$ cat src/rtl/fetch_stage.sv
// rtl/fetch_stage.sv - RV32I instruction fetch stage with IF/ID register (optional FETCH_PERF_EN counters)
module fetch_stage #(
    parameter int                      ADDRESS_WIDTH = 32,
    parameter int                      DATA_WIDTH    = 32,
    parameter logic [ADDRESS_WIDTH-1:0] RESET_VECTOR = 32'hBFC00000,
    parameter logic [DATA_WIDTH-1:0]    NOP_INSTR    = 32'h00000013
) (
    input  logic                     clk,
    input  logic                     rst,
    input  logic                     stall,
    input  logic                     redirect,
    input  logic [ADDRESS_WIDTH-1:0] redirect_target,
    input  logic                     halt,
    input  logic [DATA_WIDTH-1:0]    instr,
    output logic [ADDRESS_WIDTH-1:0] pc,
    output logic [ADDRESS_WIDTH-1:0] pc_d,
    output logic [ADDRESS_WIDTH-1:0] pc_plus4_d,
    output logic [DATA_WIDTH-1:0]    instr_d,
    output logic                     valid_d,
    output logic                     misalign_err,
    output logic                     halted
`ifdef FETCH_PERF_EN
    ,
    output logic [31:0]              fetch_count,
    output logic [31:0]              stall_count
`endif
);

    typedef enum logic [1:0] {
        ST_BOOT = 2'd0,
        ST_RUN  = 2'd1,
        ST_HALT = 2'd2
    } state_t;

    state_t                   state;
    state_t                   state_nxt;
    logic [ADDRESS_WIDTH-1:0] pc_nxt;
    logic [ADDRESS_WIDTH-1:0] pc_d_nxt;
    logic [ADDRESS_WIDTH-1:0] pc_plus4_d_nxt;
    logic [DATA_WIDTH-1:0]    instr_d_nxt;
    logic                     valid_d_nxt;
    logic                     misalign_nxt;
    logic                     advance;
    logic                     stall_evt;
    logic [ADDRESS_WIDTH-1:0] pc_plus4;
    logic [ADDRESS_WIDTH-1:0] redirect_pc;

    assign pc_plus4    = pc + ADDRESS_WIDTH'(4);
    // Low target bits are always dropped; misalignment is only reported.
    assign redirect_pc = {redirect_target[ADDRESS_WIDTH-1:2], 2'b00};
    assign halted      = (state == ST_HALT);

    always_comb begin
        state_nxt      = state;
        pc_nxt         = pc;
        pc_d_nxt       = pc_d;
        pc_plus4_d_nxt = pc_plus4_d;
        instr_d_nxt    = instr_d;
        valid_d_nxt    = valid_d;
        advance        = 1'b0;
        stall_evt      = 1'b0;
        misalign_nxt   = misalign_err | (redirect & (redirect_target[1:0] != 2'b00));

        case (state)
            ST_BOOT: begin
                instr_d_nxt = NOP_INSTR;
                valid_d_nxt = 1'b0;
                if (redirect) begin
                    pc_nxt = redirect_pc;
                end
                state_nxt = ST_RUN;
            end
            ST_RUN: begin
                if (redirect) begin
                    pc_nxt      = redirect_pc;
                    instr_d_nxt = NOP_INSTR;
                    valid_d_nxt = 1'b0;
                end else if (stall) begin
                    stall_evt = 1'b1;
                end else begin
                    advance        = 1'b1;
                    pc_nxt         = pc_plus4;
                    pc_d_nxt       = pc;
                    pc_plus4_d_nxt = pc_plus4;
                    instr_d_nxt    = instr;
                    valid_d_nxt    = 1'b1;
                end
                if (halt && !redirect) begin
                    state_nxt = ST_HALT;
                end
            end
            ST_HALT: begin
                instr_d_nxt = NOP_INSTR;
                valid_d_nxt = 1'b0;
                if (redirect) begin
                    pc_nxt    = redirect_pc;
                    state_nxt = ST_RUN;
                end
            end
            default: begin
                state_nxt = ST_BOOT;
            end
        endcase
    end

    always_ff @(posedge clk) begin
        if (rst) begin
            state        <= ST_BOOT;
            pc           <= RESET_VECTOR;
            pc_d         <= '0;
            pc_plus4_d   <= '0;
            instr_d      <= NOP_INSTR;
            valid_d      <= 1'b0;
            misalign_err <= 1'b0;
        end else begin
            state        <= state_nxt;
            pc           <= pc_nxt;
            pc_d         <= pc_d_nxt;
            pc_plus4_d   <= pc_plus4_d_nxt;
            instr_d      <= instr_d_nxt;
            valid_d      <= valid_d_nxt;
            misalign_err <= misalign_nxt;
        end
    end

`ifdef FETCH_PERF_EN
    always_ff @(posedge clk) begin
        if (rst) begin
            fetch_count <= '0;
            stall_count <= '0;
        end else begin
            if (advance && (fetch_count != 32'hFFFFFFFF)) begin
                fetch_count <= fetch_count + 32'd1;
            end
            if (stall_evt && (stall_count != 32'hFFFFFFFF)) begin
                stall_count <= stall_count + 32'd1;
            end
        end
    end
`else
    logic unused_evt;
    assign unused_evt = advance ^ stall_evt;
`endif

endmodule

$ cat config.mk
export PLATFORM = sky130hd
export DESIGN_NAME = fetch_stage
export DESIGN_NICKNAME = d
export VERILOG_FILES = /design/src/rtl/fetch_stage.sv
export SDC_FILE = /design/constraint.sdc
export NUM_CORES = 1
export LEC_CHECK = 0
export CORE_MARGIN = 2
export CORE_UTILIZATION = 41
export DETAILED_ROUTE_END_ITERATION = 8
export GPL_TIMING_DRIVEN = 0
export PLACE_DENSITY = 0.75
export SLEW_MARGIN = 20
export SYNTH_ARGS = -nofsm -noshare
export SYNTH_HDL_FRONTEND = slang
export SYNTH_SLANG_ARGS = --single-unit
$ cat constraint.sdc
create_clock -name clk -period 2.3 [get_ports clk]
set_input_delay 0.69 -clock clk [delete_from_list [all_inputs] [get_ports clk]]
set_output_delay 0.69 -clock clk [all_outputs]
set_load 0.03 [all_outputs]
; ---- After elaboration in Yosys (flattened, before gate mapping)
; Cells that the tools add are included.
[op_classes]
add_sub_neg = 1
n_mul = 0
n_div = 0
n_lt_le_gt_ge = 0
eq_ne = 6
n_shift = 0
muxes = 13
bitwise = 4
reduce_logical = 10
[ops]
columns = cell, count
row1 = 32-bit 2-to-1 mux, 5
row2 = 32-bit one-hot mux with 2 select lines, 2
row3 = "32-bit by 3-bit adder with 32-bit output, second input constant", 1
row4 = 2-bit one-hot mux with 3 select lines, 1
row5 = 3-bit AND reduction, 2
row6 = 2-bit 2-to-1 mux, 2
row7 = "2-bit inequality test, second input constant", 2
row8 = 2-bit AND reduction, 2
row9 = 2-bit nonzero test, 2
row10 = "3-bit inequality test, second input constant", 1
row11 = "2-bit by 1-bit == test with 1-bit output, second input constant", 1
row12 = "2-bit == test, second input constant", 1
row13 = 2-bit logical NOT, 1
row14 = 1-bit 2-to-1 mux, 2
row15 = "2-bit by 1-bit inequality test with 1-bit output, second input constant", 1
row16 = 1-bit NOT, 2
row17 = 1-bit one-hot mux with 2 select lines, 1
row18 = 2-bit OR reduction, 1
row19 = 1-bit AND, 1
row20 = 1-bit logical AND, 1
row21 = 1-bit logical NOT, 1
row22 = 1-bit bitwise OR, 1
[word_totals]
regBits = 132
latchBits = 0
ramBits = 0
mem_bits_ro = 0
out_inout_bits = 131
elab_cells = 41
mem_count = 0

; ---- Logic depth before layout (Yosys ltp)
[depth]
word_depth = 4
mapped_depth = 8

; ---- Worst setup path after synthesis
; No wires, ideal clock.
[synth_path]
kind = flip-flop to flip-flop
startpoint = reg pc[2]
endpoint = reg pc[12]
setup_ns = 0.103
arrival_time_ns = 1.967
required_time_ns = 2.197
path_slack_ns = 0.230
stages_incl_launch_ff = 8
path_buffers = 1
period_less_slack_ns = 2.070
cell_sequence = dfxtp_1 -> ha_1 -> and2_1 -> and3_1 -> buf_2 -> nand3_1 -> xor2_1 -> a2111oi_2
[synth_between]
elab_chain_cells = 4
[synth_rtl]
columns = item, line_no
row1 = "start, declared", 15  ; output logic [ADDRESS_WIDTH-1:0] pc,
row2 = "start signal, assigned", 117  ; pc <= pc_nxt;
row3 = 32-bit by 3-bit adder with 32-bit output, 48  ; assign pc_plus4 = pc + ADDRESS_WIDTH'(4);
row4 = 32-bit 2-to-1 mux, 78  ; end else if (stall) begin
row5 = 32-bit 2-to-1 mux, 74  ; if (redirect) begin
row6 = 32-bit one-hot mux with 2 select lines, 64  ; case (state)
; No other way between the ends. The select of a mux whose other input is x is not followed.
; A chain may end at the register's enable or synchronous reset.

; ---- Worst setup path after layout
[layout_path]
startpoint = reg pc[31]
endpoint = out pc[31]
; No word-level cell between the ends.

==> reports/metrics.yaml <==
worst_setup_path:
  slowest_delay_ns: 0.71
  crit_path_start_kind: "flop"
  crit_required_ns: 1.61
  path_class: "reg -> out"
  crit_slowest_cell: "clkdlybuf4s50_1"
  crit_buf_inv: 1
  reg2regPathDepth: 7
  cp_max_fo: 4
  crit_family: "buffers and inverters"
  end_kind: "primary output"
  r2r_end: "pc[14]$_SDFFE_PP0P_"
  regToRegSetupSlack_ns: 0.19
  rr_startpoint: "pc[2]$_SDFFE_PP0P_"
  crit_arrival_ns: 1.55
  path_cells: "clkdlybuf4s50_1"
grt:
  use_met3_pct: 9.03
  top_usage_layer: "met2"
  grt_overflow: 0
  track_usage_pct: 26.9
  use_met2_pct: 41.8
  met1_usage_pct: 34.0
  grt_pass1_wl_mm: 29.7
  antenna_found_initial: 1
  grt_max_degree: 17
  grt_pass1_vias: 5474
floorplan:
  placementRows: 42
  io_pins: 200
  fp.dieArea_um2: 14300
  start_util_pct: 41.7
  die_h_um: 120
  core_area_um2: 13100
  die_w_um: 120
route:
  ant_nets: 0
  drtIter0Drc: 580
  vias_per_cell: 5.45
  drcViolationCount: 0
  post_drt_wl_per_cell_um: 17.9
  via_count: 5800
  finalWirelength_mm: 19.1
  dr.pass1.iters: 7
clock_tree:
  tritoncts.num_buffers: 17
  htree_levels: 4
  cts_root_buffer: "clkbuf_16"
  cts_hold_buf: 0
  clk_pin_slew_ns: 0.05
  clk_latency_ns: 0.42
  cts_sinks: 126
  tritoncts: "yes"
  clockBufferDepth: 2
place:
  place_congestion: 0.892
  io_buffers: 193
  dp_hpwl_mm: 13.6
  place_area_um2: 7650
  placed_cells: 1030
sta:
  relSlewSlack_pct: 54.2
  max_freq_mhz: 445
  setup_tns_ns: 0
  fin_crit_ns: 2.24
  fin_skew_ns: 0.0118
  finalCritPeriodShare_pct: 97.6
  setup_viol_count_final: 0
  hold_viol_final: 0
  rsz0062_at_grt: "no"
  drv_slew: 0
  worst_pin_slew_ns: 0.681
cells_and_area:
  syn2layout_area_growth_pct: 51.9
  postLayoutCellArea_um2: 8320
  layout-drive-gt1-share_pct: 10.9
  fill_cells: 1170
  nets: 945
  fin_cells: 1065
synth:
  synthFlopType: "dfxtp_1"
  synth-seq-cells: 126
  yosysWarnings: 0
  asyncSetResetFlopFracSynth_pct: 0
  syn_avg_cell_area_um2: 8.35
  yosysUniqueCellTypes: 58
  netlist_area_um2: 5480
  syn_inst: 656
  synth-edff-count: 0
  yosysSeqAreaShare_pct: 46.0
hold_path:
  hold_path.class: "reg -> reg"
  min_path_cells: 2
  min_to: "pc_d[9]$_SDFFE_PP0P_"
  min_from: "pc_d[9]$_SDFFE_PP0P_"
run_status:
  status: "finished, final reports clean"
run:
  drv_cap: 0
power:
  powerDensity_nw_per_um2: 740
  ir_worst_vdd_mv: 0.477
  p_leak_nw: 3.14
-- layer usage --
metal	vias to the layer above	wire, um
met2	307	8610
met5	-	0
met1	2686	8020
li1	2761	-
met4	0	538
met3	46	1900
-- power breakdown --
| group | switching, mW | leakage [nW] | total, mW | internal (mW) |
|---|---|---|---|---|
| clock | 0.941 | 0.298 | 2.76 | 1.81 |
| sequential | 0.0893 | 1.03 | 2.38 | 2.29 |
| combinational | 0.598 | 1.81 | 1.02 | 0.425 |
| total | 1.63 | 3.14 | 6.16 | 4.53 |
-- flip-flops by register name, summed over array words and instances (netlist names) --
register / flops
instr_d: 32
misalign_err: 1
pc: 30
pc_d: 30
pc_plus4_d: 30
state: 2
valid_d: 1
-- metrics by stage --
stage / setup WS [ns] / power (mW) / utilization [%] / hold slack, ns
finish: 0.0552 / 6.16 / 63.4 / 0.450
global route: 0.00222 / 6.37 / 63.4 / 0.466
CTS: 0.00259 / 6.18 / 63.1 / 0.452
detailed placement: -0.710 / 3.43 / 58.2 / 0.443
global placement: -0.685 / 3.42 / 58.2 / 0.433
floorplan: 0.230 / 2.97 / - / 0.571
-- cells by family after synthesis --
| logic type | synth area share [%] |
|---|---|
| simple gates | 22.5 |
| compound gates | 20.8 |
| fa+ha+maj | 0.228 |
| buf+inv | 6.49 |
| mux | 0.183 |
| xor+xnor | 3.68 |
| other cells | 0.0685 |
| flops | 46.0 |
-- synth_stat cells (all sizes together) (4+ instances only) --
cell type,number,area [um^2]
a21o,4,30.0
nor2b,4,25.0
dfxtp,126,2520
nor2,58,218
o21ai,48,240
xor2,8,70.1
or3,10,62.6
a22oi,29,218
nand4,16,136
inv,7,26.3
o22ai,4,25.0
a21oi,59,295
xnor2,15,131
a311oi,5,43.8
nand2,84,315
nor3,24,130
and4,4,37.5
a211oi,11,82.6
nand3,13,65.1
clkbuf,36,136
nand2b,4,25.0
and3,8,50.1
buf,34,193
nor4,8,83.8
-- what timing repair did --
item,4_1_cts,5_1_grt
setup buffers,3,0
resized for setup,24,23
pin swaps,1,0
setup endpoints to repair,123,65
-- layout by cell type, fill, tap and decap left out, drive strengths merged, types with 13 or more instances in the layout --
cell             n
o21ai           48
a22oi           29
xnor2           15
clkbuf          63
dfxtp          126
nand3           13
nand2           84
buf             36
nand4           16
a21oi           59
nor2            58
nor3            24
clkdlybuf4s50  176
-- worst max path at each step --
stage | endpoint | slack (ns) | from | cells past startpoint
2_1_floorplan | pc[12]$_SDFFE_PP0P_ | 0.23 | pc[2]$_SDFFE_PP0P_ | 7
3_3_place_gp | pc[24]$_SDFFE_PP1P_ | -0.68 | redirect | 6
3_5_place_dp | pc[27]$_SDFFE_PP1P_ | -0.71 | redirect | 8
4_1_cts | halted | 0.003 | state[1]$_SDFFE_PP0P_ | 3
5_1_grt | pc[8] | 0.002 | pc[8]$_SDFFE_PP0P_ | 1
6_report | pc[31] | 0.06 | pc[31]$_SDFFE_PP1P_ | 1
-- cell type report --
cell class | count | area [um^2] | area share, %
Clock inverter | 6 | 105 | 1.26
Multi-Input combinational cell | 458 | 2640 | 31.8
Sequential cell | 126 | 2520 | 30.3
Buffer | 69 | 348 | 4.18
Tap cell | 176 | 220 | 2.65
Inverter | 7 | 26.3 | 0.316
Antenna cell | 1 | 2.50 | 0.0301
Timing Repair Buffer | 196 | 1960 | 23.5
Clock buffer | 26 | 499 | 6.00
Note: power is estimated with default switching activity, not from simulation.
